**config.mk**
```make
export PLATFORM = sky130hd
export DESIGN_NAME = cdb_arbiter_flat
export DESIGN_NICKNAME = d
export VERILOG_FILES = /design/src/rtl/cdb_pkg.sv /design/src/rtl/cdb_arbiter_if.sv /design/src/rtl/rr_arbiter.sv /design/src/rtl/cdb_arbiter.sv /design/src/flat_wrapper.sv
export SDC_FILE = /design/constraint.sdc
export NUM_CORES = 1
export LEC_CHECK = 0
export BUFFER_PORTS_ARGS = -buffer_cell sky130_fd_sc_hd__buf_2
export CAP_MARGIN = 20
export CORE_MARGIN = 2
export CORE_UTILIZATION = 53
export CTS_CLUSTER_SIZE = 40
export DETAILED_ROUTE_END_ITERATION = 8
export PLACE_DENSITY = 0.8
export SETUP_SLACK_MARGIN = 0.02
export SYNTH_ARGS = -nofsm -noshare
export SYNTH_HDL_FRONTEND = slang
export SYNTH_SLANG_ARGS = --single-unit
export TNS_END_PERCENT = 20
```
**constraint.sdc**
```tcl
create_clock -name clock -period 2.4 [get_ports clock]
set_clock_uncertainty 0.05 [all_clocks]
set_input_delay 0.12 -clock clock [delete_from_list [all_inputs] [get_ports clock]]
set_output_delay 0.12 -clock clock [all_outputs]
set_load 0.03 [all_outputs]
```
**src/rtl/cdb_pkg.sv**
```systemverilog
// Shared constants, slot layout and opcode decode for the CDB arbiter.
package cdb_pkg;
  localparam int NSRC   = 3;
  localparam int DATA_W = 16;
  localparam int TAG_W  = 3;
  localparam int OP_W   = 4;
  localparam int CNT_W  = 16;
  localparam int SRC_W  = $clog2(NSRC);

  localparam logic [OP_W-1:0] OP_ADD = 4'b0000;
  localparam logic [OP_W-1:0] OP_SUB = 4'b0001;
  localparam logic [OP_W-1:0] OP_LD  = 4'b0010;
  localparam logic [OP_W-1:0] OP_SD  = 4'b0011;

  typedef struct packed {
    logic [DATA_W-1:0] data;
    logic [TAG_W-1:0]  tag;
    logic [OP_W-1:0]   op;
  } slot_t;

  // Stores carry address/value for the memory path and never write the register file.
  function automatic logic op_writes_reg(input logic [OP_W-1:0] op);
    return (op == OP_ADD) || (op == OP_SUB) || (op == OP_LD);
  endfunction
endpackage

```
**src/rtl/cdb_arbiter_if.sv**
```systemverilog
// Source result handshakes plus the registered CDB broadcast, flattened per source.
interface cdb_arbiter_if;
  import cdb_pkg::*;

  logic [NSRC-1:0]        src_valid;
  logic [NSRC-1:0]        src_ready;
  logic [NSRC*DATA_W-1:0] src_data;
  logic [NSRC*TAG_W-1:0]  src_tag;
  logic [NSRC*OP_W-1:0]   src_op;

  logic              cdb_valid;
  logic              cdb_we;
  logic [DATA_W-1:0] cdb_data;
  logic [TAG_W-1:0]  cdb_tag;
  logic [OP_W-1:0]   cdb_op;
  logic [SRC_W-1:0]  cdb_src;
  logic [CNT_W-1:0]  cdb_count;

  modport master (
    output src_valid, src_data, src_tag, src_op,
    input  src_ready, cdb_valid, cdb_we, cdb_data, cdb_tag, cdb_op, cdb_src, cdb_count
  );

  modport slave (
    input  src_valid, src_data, src_tag, src_op,
    output src_ready, cdb_valid, cdb_we, cdb_data, cdb_tag, cdb_op, cdb_src, cdb_count
  );
endinterface

```
**src/rtl/rr_arbiter.sv**
```systemverilog
// Round-robin grant over the full slots; search starts at ptr, ptr moves past each winner.
module rr_arbiter
  import cdb_pkg::*;
(
  input  logic             clock,
  input  logic             Reset,
  input  logic [NSRC-1:0]  req,
  output logic [NSRC-1:0]  grant,
  output logic [SRC_W-1:0] grant_idx
);
  logic [SRC_W-1:0] ptr;
  logic [SRC_W:0]   cand;
  logic             found;

  always_comb begin
    grant     = '0;
    grant_idx = '0;
    found     = 1'b0;
    cand      = '0;
    for (int k = 0; k < NSRC; k++) begin
      cand = {1'b0, ptr} + (SRC_W+1)'(k);
      if (cand >= (SRC_W+1)'(NSRC)) cand = cand - (SRC_W+1)'(NSRC);
      if (!found && req[cand[SRC_W-1:0]]) begin
        found                   = 1'b1;
        grant[cand[SRC_W-1:0]]  = 1'b1;
        grant_idx               = cand[SRC_W-1:0];
      end
    end
  end

  always_ff @(posedge clock) begin
    if (Reset) begin
      ptr <= '0;
    end else if (found) begin
      ptr <= (grant_idx == SRC_W'(NSRC-1)) ? '0 : grant_idx + SRC_W'(1);
    end
  end
endmodule

```
**src/rtl/cdb_arbiter.sv**
```systemverilog
// One holding slot per source, one grant per cycle onto a registered CDB broadcast.
// CDB_ARB_RR_EN selects round-robin; otherwise lowest index wins.
module cdb_arbiter
  import cdb_pkg::*;
(
  input  logic         clock,
  input  logic         Reset,
  cdb_arbiter_if.slave bus
);
  slot_t            slot [NSRC];
  logic [NSRC-1:0]  full;
  logic [NSRC-1:0]  grant;
  logic [NSRC-1:0]  take;
  logic [SRC_W-1:0] gnt_idx;

  logic             cdb_valid_q;
  slot_t            cdb_q;
  logic [SRC_W-1:0] src_q;
  logic [CNT_W-1:0] count_q;

`ifdef CDB_ARB_RR_EN
  rr_arbiter u_rr (
    .clock     (clock),
    .Reset     (Reset),
    .req       (full),
    .grant     (grant),
    .grant_idx (gnt_idx)
  );
`else
  logic found;

  always_comb begin
    grant   = '0;
    gnt_idx = '0;
    found   = 1'b0;
    for (int i = 0; i < NSRC; i++) begin
      if (!found && full[i]) begin
        found    = 1'b1;
        grant[i] = 1'b1;
        gnt_idx  = SRC_W'(i);
      end
    end
  end
`endif

  // A slot draining this cycle can take a new result at the same edge.
  assign bus.src_ready = ~full | grant;
  assign take          = bus.src_valid & bus.src_ready;

  always_ff @(posedge clock) begin
    if (Reset) begin
      full <= '0;
      for (int i = 0; i < NSRC; i++) slot[i] <= '0;
    end else begin
      for (int i = 0; i < NSRC; i++) begin
        if (take[i]) begin
          full[i] <= 1'b1;
          slot[i] <= '{data: bus.src_data[i*DATA_W +: DATA_W],
                       tag:  bus.src_tag[i*TAG_W +: TAG_W],
                       op:   bus.src_op[i*OP_W +: OP_W]};
        end else if (grant[i]) begin
          full[i] <= 1'b0;
        end
      end
    end
  end

  always_ff @(posedge clock) begin
    if (Reset) begin
      cdb_valid_q <= 1'b0;
      cdb_q       <= '0;
      src_q       <= '0;
      count_q     <= '0;
    end else if (|grant) begin
      cdb_valid_q <= 1'b1;
      cdb_q       <= slot[gnt_idx];
      src_q       <= gnt_idx;
      count_q     <= count_q + CNT_W'(1);
    end else begin
      cdb_valid_q <= 1'b0;
    end
  end

  assign bus.cdb_valid = cdb_valid_q;
  assign bus.cdb_we    = cdb_valid_q & op_writes_reg(cdb_q.op) & (cdb_q.tag != '0);
  assign bus.cdb_data  = cdb_q.data;
  assign bus.cdb_tag   = cdb_q.tag;
  assign bus.cdb_op    = cdb_q.op;
  assign bus.cdb_src   = src_q;
  assign bus.cdb_count = count_q;
endmodule

```
**src/flat_wrapper.sv**
```systemverilog
// flat-port wrapper written by rule: the top's interface ports become plain ports
module cdb_arbiter_flat import cdb_pkg::*;
  (clock, Reset, bus_src_valid, bus_src_data, bus_src_tag, bus_src_op, bus_src_ready, bus_cdb_valid, bus_cdb_we, bus_cdb_data, bus_cdb_tag, bus_cdb_op, bus_cdb_src, bus_cdb_count);
  cdb_arbiter_if bus_i ();
  input  logic clock;
  input  logic Reset;
  input wire logic [$bits(bus_i.src_valid)-1:0] bus_src_valid;
  input wire logic [$bits(bus_i.src_data)-1:0] bus_src_data;
  input wire logic [$bits(bus_i.src_tag)-1:0] bus_src_tag;
  input wire logic [$bits(bus_i.src_op)-1:0] bus_src_op;
  output wire logic [$bits(bus_i.src_ready)-1:0] bus_src_ready;
  output wire logic [$bits(bus_i.cdb_valid)-1:0] bus_cdb_valid;
  output wire logic [$bits(bus_i.cdb_we)-1:0] bus_cdb_we;
  output wire logic [$bits(bus_i.cdb_data)-1:0] bus_cdb_data;
  output wire logic [$bits(bus_i.cdb_tag)-1:0] bus_cdb_tag;
  output wire logic [$bits(bus_i.cdb_op)-1:0] bus_cdb_op;
  output wire logic [$bits(bus_i.cdb_src)-1:0] bus_cdb_src;
  output wire logic [$bits(bus_i.cdb_count)-1:0] bus_cdb_count;
  assign bus_i.src_valid = bus_src_valid;
  assign bus_i.src_data = bus_src_data;
  assign bus_i.src_tag = bus_src_tag;
  assign bus_i.src_op = bus_src_op;
  assign bus_src_ready = bus_i.src_ready;
  assign bus_cdb_valid = bus_i.cdb_valid;
  assign bus_cdb_we = bus_i.cdb_we;
  assign bus_cdb_data = bus_i.cdb_data;
  assign bus_cdb_tag = bus_i.cdb_tag;
  assign bus_cdb_op = bus_i.cdb_op;
  assign bus_cdb_src = bus_i.cdb_src;
  assign bus_cdb_count = bus_i.cdb_count;
  cdb_arbiter u_core (.clock(clock), .Reset(Reset), .bus(bus_i));
endmodule
```
==> results.json <==
{
  "status": "complete, no violations",
  "hold_class": "input pin to flip-flop",
  "cap_viol_max_count": 0,
  "vias_per_cell": 5.61,
  "synthesis.nets": 484,
  "slew_violations": 0,
  "layout.nets": 678,
  "die_area_um2": 9790,
  "finalWirelength_mm": 13.4,
  "dpl_cell_area_um2": 5440,
  "drive_gt1_frac": 0.263,
  "cts.sinks": 114,
  "setup_viol": 0,
  "final_common_cell": "buf_2",
  "path_delay_family": "simple AND/OR/NAND/NOR gates",
  "syn2layout_area_growth_pct": 41.0,
  "fin_ws_ps": 322,
  "die_h_um": 98.9,
  "grt-ovfl-total": 0,
  "endpoint_kind": "flip-flop",
  "rsz0062_at_grt": "false",
  "fin_setup_tns_ps": 0,
  "h-tree-depth": 4,
  "fp.dieW_um": 98.9,
  "hold_viol_final": 0,
  "period_needed_ps": 2080,
  "path_max_fanout": 13,
  "synth_area_leaders": "edfxtp_1, dfxtp_1, and2_1",
  "ioPinCount": 120,
  "core_um2": 8720,
  "p_sw_w": 0.00123,
  "synth-edff-count": 69,
  "start_kind": "flip-flop",
  "path_cells": "buf_4, nor2b_1, buf_4, a22oi_1, o21ai_0, nor2b_1",
  "drc": 0,
  "cts_resized": 0,
  "cp_num_buf_inv": 2,
  "drt_iter0_drc": 358,
  "comb_power_share": 0.119,
  "start_util": 0.548,
  "cp_slowest_stage_delay_ps": 490,
  "crit_type": "flip-flop to flip-flop",
  "slew_headroom": 0.293,
  "postCtsSetupRepairBufs": 0,
  "async_flop_share": 0,
  "cts_tree": "done",
  "synth_top_area_cell": "edfxtp_1",
  "dpl.hpwl_mm": 7.29,
  "rows": 34,
  "syn_area_um2": 4780,
  "num_vias": 4059,
  "port_buffers": 118,
  "post_drt_wl_per_cell_um": 18.5,
  "grt_max_degree": 70,
  "synth.avg_cell_area_um2": 11.7,
  "final_area_um2": 6740,
  "seq_power_share": 0.453,
  "tightest_slew_ps": 1060,
  "diodes": 0,
  "grt_pass1_vias": 4145,
  "clockBufferDepth": 2,
  "yosysWarnings": 0,
  "final_antenna_net_count": 0,
  "vdd_drop_max_uv": 577,
  "powerDensity_nw_per_um2": 761,
  "fin_util": 0.772,
  "gp_congestion": 0.868,
  "pwr-share-clk": 0.428,
  "synthFlopType": "edfxtp_1",
  "synth-seq-area-share": 0.622,
  "leakagePower_nw": 2.78,
  "yosysTopAreaCellShare": 0.434,
  "ctsHoldBuffers": 76,
  "max_freq_mhz": 481,
  "required_ps": 2780,
  "preCtsSetupSlack_ps": 281,
  "synth_cell_types": 42,
  "layout_common_cells": "buf_2, dlygate4sd3_1, and2_1, edfxtp_1, dfxtp_1",
  "intPower_w": 0.00389,
  "firstDrtPassIters": 5,
  "swShare": 0.241,
  "power_w": 0.00513,
  "ys_ff_latch": 114,
  "grt.total_usage": 0.281,
  "clockRootBuffer": "clkbuf_8",
  "period_share": 0.866,
  "path_clk_slew_ps": 60,
  "grt_pass1_wl_mm": 21.1,
  "netlist_instances": 409,
  "cts_buffers": 17,
  "slowest_stage": "nor2b_1",
  "cp_data_arrival_time_ps": 2450,
  "clk-insertion-delay-late_ps": 510,
  "antenna_found_initial": 0
}
==> area by class of cell <==
cell class	instances	area, um^2
timing repair buffer	203	1430
sequential	114	2970
inverter	4	15.0
clock buffer	23	447
fill	509	1980
multi-input combinational	263	1670
tap	108	135
clock inverter	9	66.3
==> path summary, 6_finish.rpt <==
path | from | endpoint | slack [ps] | cells past startpoint
worst max register to register | u_core.full[1]$_SDFFE_PP0P_ | u_core.bus.cdb_data[2]$_SDFFE_PP0P_ | 320 | 6
worst min register to register | u_core.bus.cdb_data[14]$_SDFFE_PP0P_ | u_core.bus.cdb_data[14]$_SDFFE_PP0P_ | 420 | 2
worst min-delay path | bus_src_tag[5] | u_core.slot[1][6]$_SDFFCE_PN0P_ | 370 | 3
worst max-delay path | u_core.full[1]$_SDFFE_PP0P_ | u_core.bus.cdb_data[2]$_SDFFE_PP0P_ | 320 | 6
==> power by group through the flow <==
stage	registers (W)	clock network (W)	logic (W)
2_1_floorplan	0.00240	0	0.000254
3_3_place_gp	0.00234	0	0.000470
3_5_place_dp	0.00235	0	0.000487
4_1_cts	0.00231	0.00219	0.000588
5_1_grt	0.00233	0.00230	0.000656
6_report	0.00232	0.00219	0.000612
==> kinds of logic after synthesis <==
kind of cell,count (synthesis),share of synthesized area
and+or+nand+nor,161,0.193
DFF,114,0.622
AOI/OAI and AO/OA,88,0.127
buffers and inverters,32,0.0314
xor gates and xnor gates,10,0.0183
muxes,2,0.00471
adders and majority gates,1,0.00262
other,1,0.000785
==> layer usage <==
metal,wire [um],track usage
met1,4920,0.323
met2,7120,0.504
met3,963,0.0674
met4,406,0.111
met5,0,0
==> metrics by stage <==
stage	cells	hold WS [ps]
3_3_place_gp	615	323
4_1_cts	723	351
6_report	724	366
5_1_grt	724	376
2_1_floorplan	409	187
3_5_place_dp	615	333
==> sequential cells by signal, indices dropped and copies added, names as in the netlist <==
register              flops
u_core.bus.cdb_src        2
u_core.full               3
u_core.bus.cdb_data      16
u_core.bus.cdb_count     16
u_core.bus.cdb_op         4
u_core.bus.cdb_valid      1
u_core.bus.cdb_tag        3
u_core.slot              69
==> worst reg2reg max path: cells and delay by family, from the launching register on <==
kind	cells	cell delay (ps)
buffers and inverters	2	560
AOI/OAI and AO/OA	2	250
and+or+nand+nor	2	690
DFF	1	450
==> cells in the mapped netlist (all sizes together) (2+ instances only) <==
| cell type | count |
|---|---|
| and2 | 69 |
| edfxtp | 69 |
| dfxtp | 45 |
| a22oi | 25 |
| a21oi | 24 |
| nand2 | 22 |
| nor2 | 20 |
| buf | 14 |
| clkbuf | 14 |
| nand2b | 14 |
| nor2b | 13 |
| o21ai | 11 |
| a22o | 9 |
| xnor2 | 8 |
| nor3 | 6 |
| o2111ai | 6 |
| o22ai | 6 |
| nand3 | 5 |
| inv | 4 |
| nor4 | 4 |
| nand4 | 3 |
| or3 | 3 |
| a21o | 2 |
| mux2 | 2 |
| o311ai | 2 |
| xor2 | 2 |
Power figures use the tool's default switching activity.
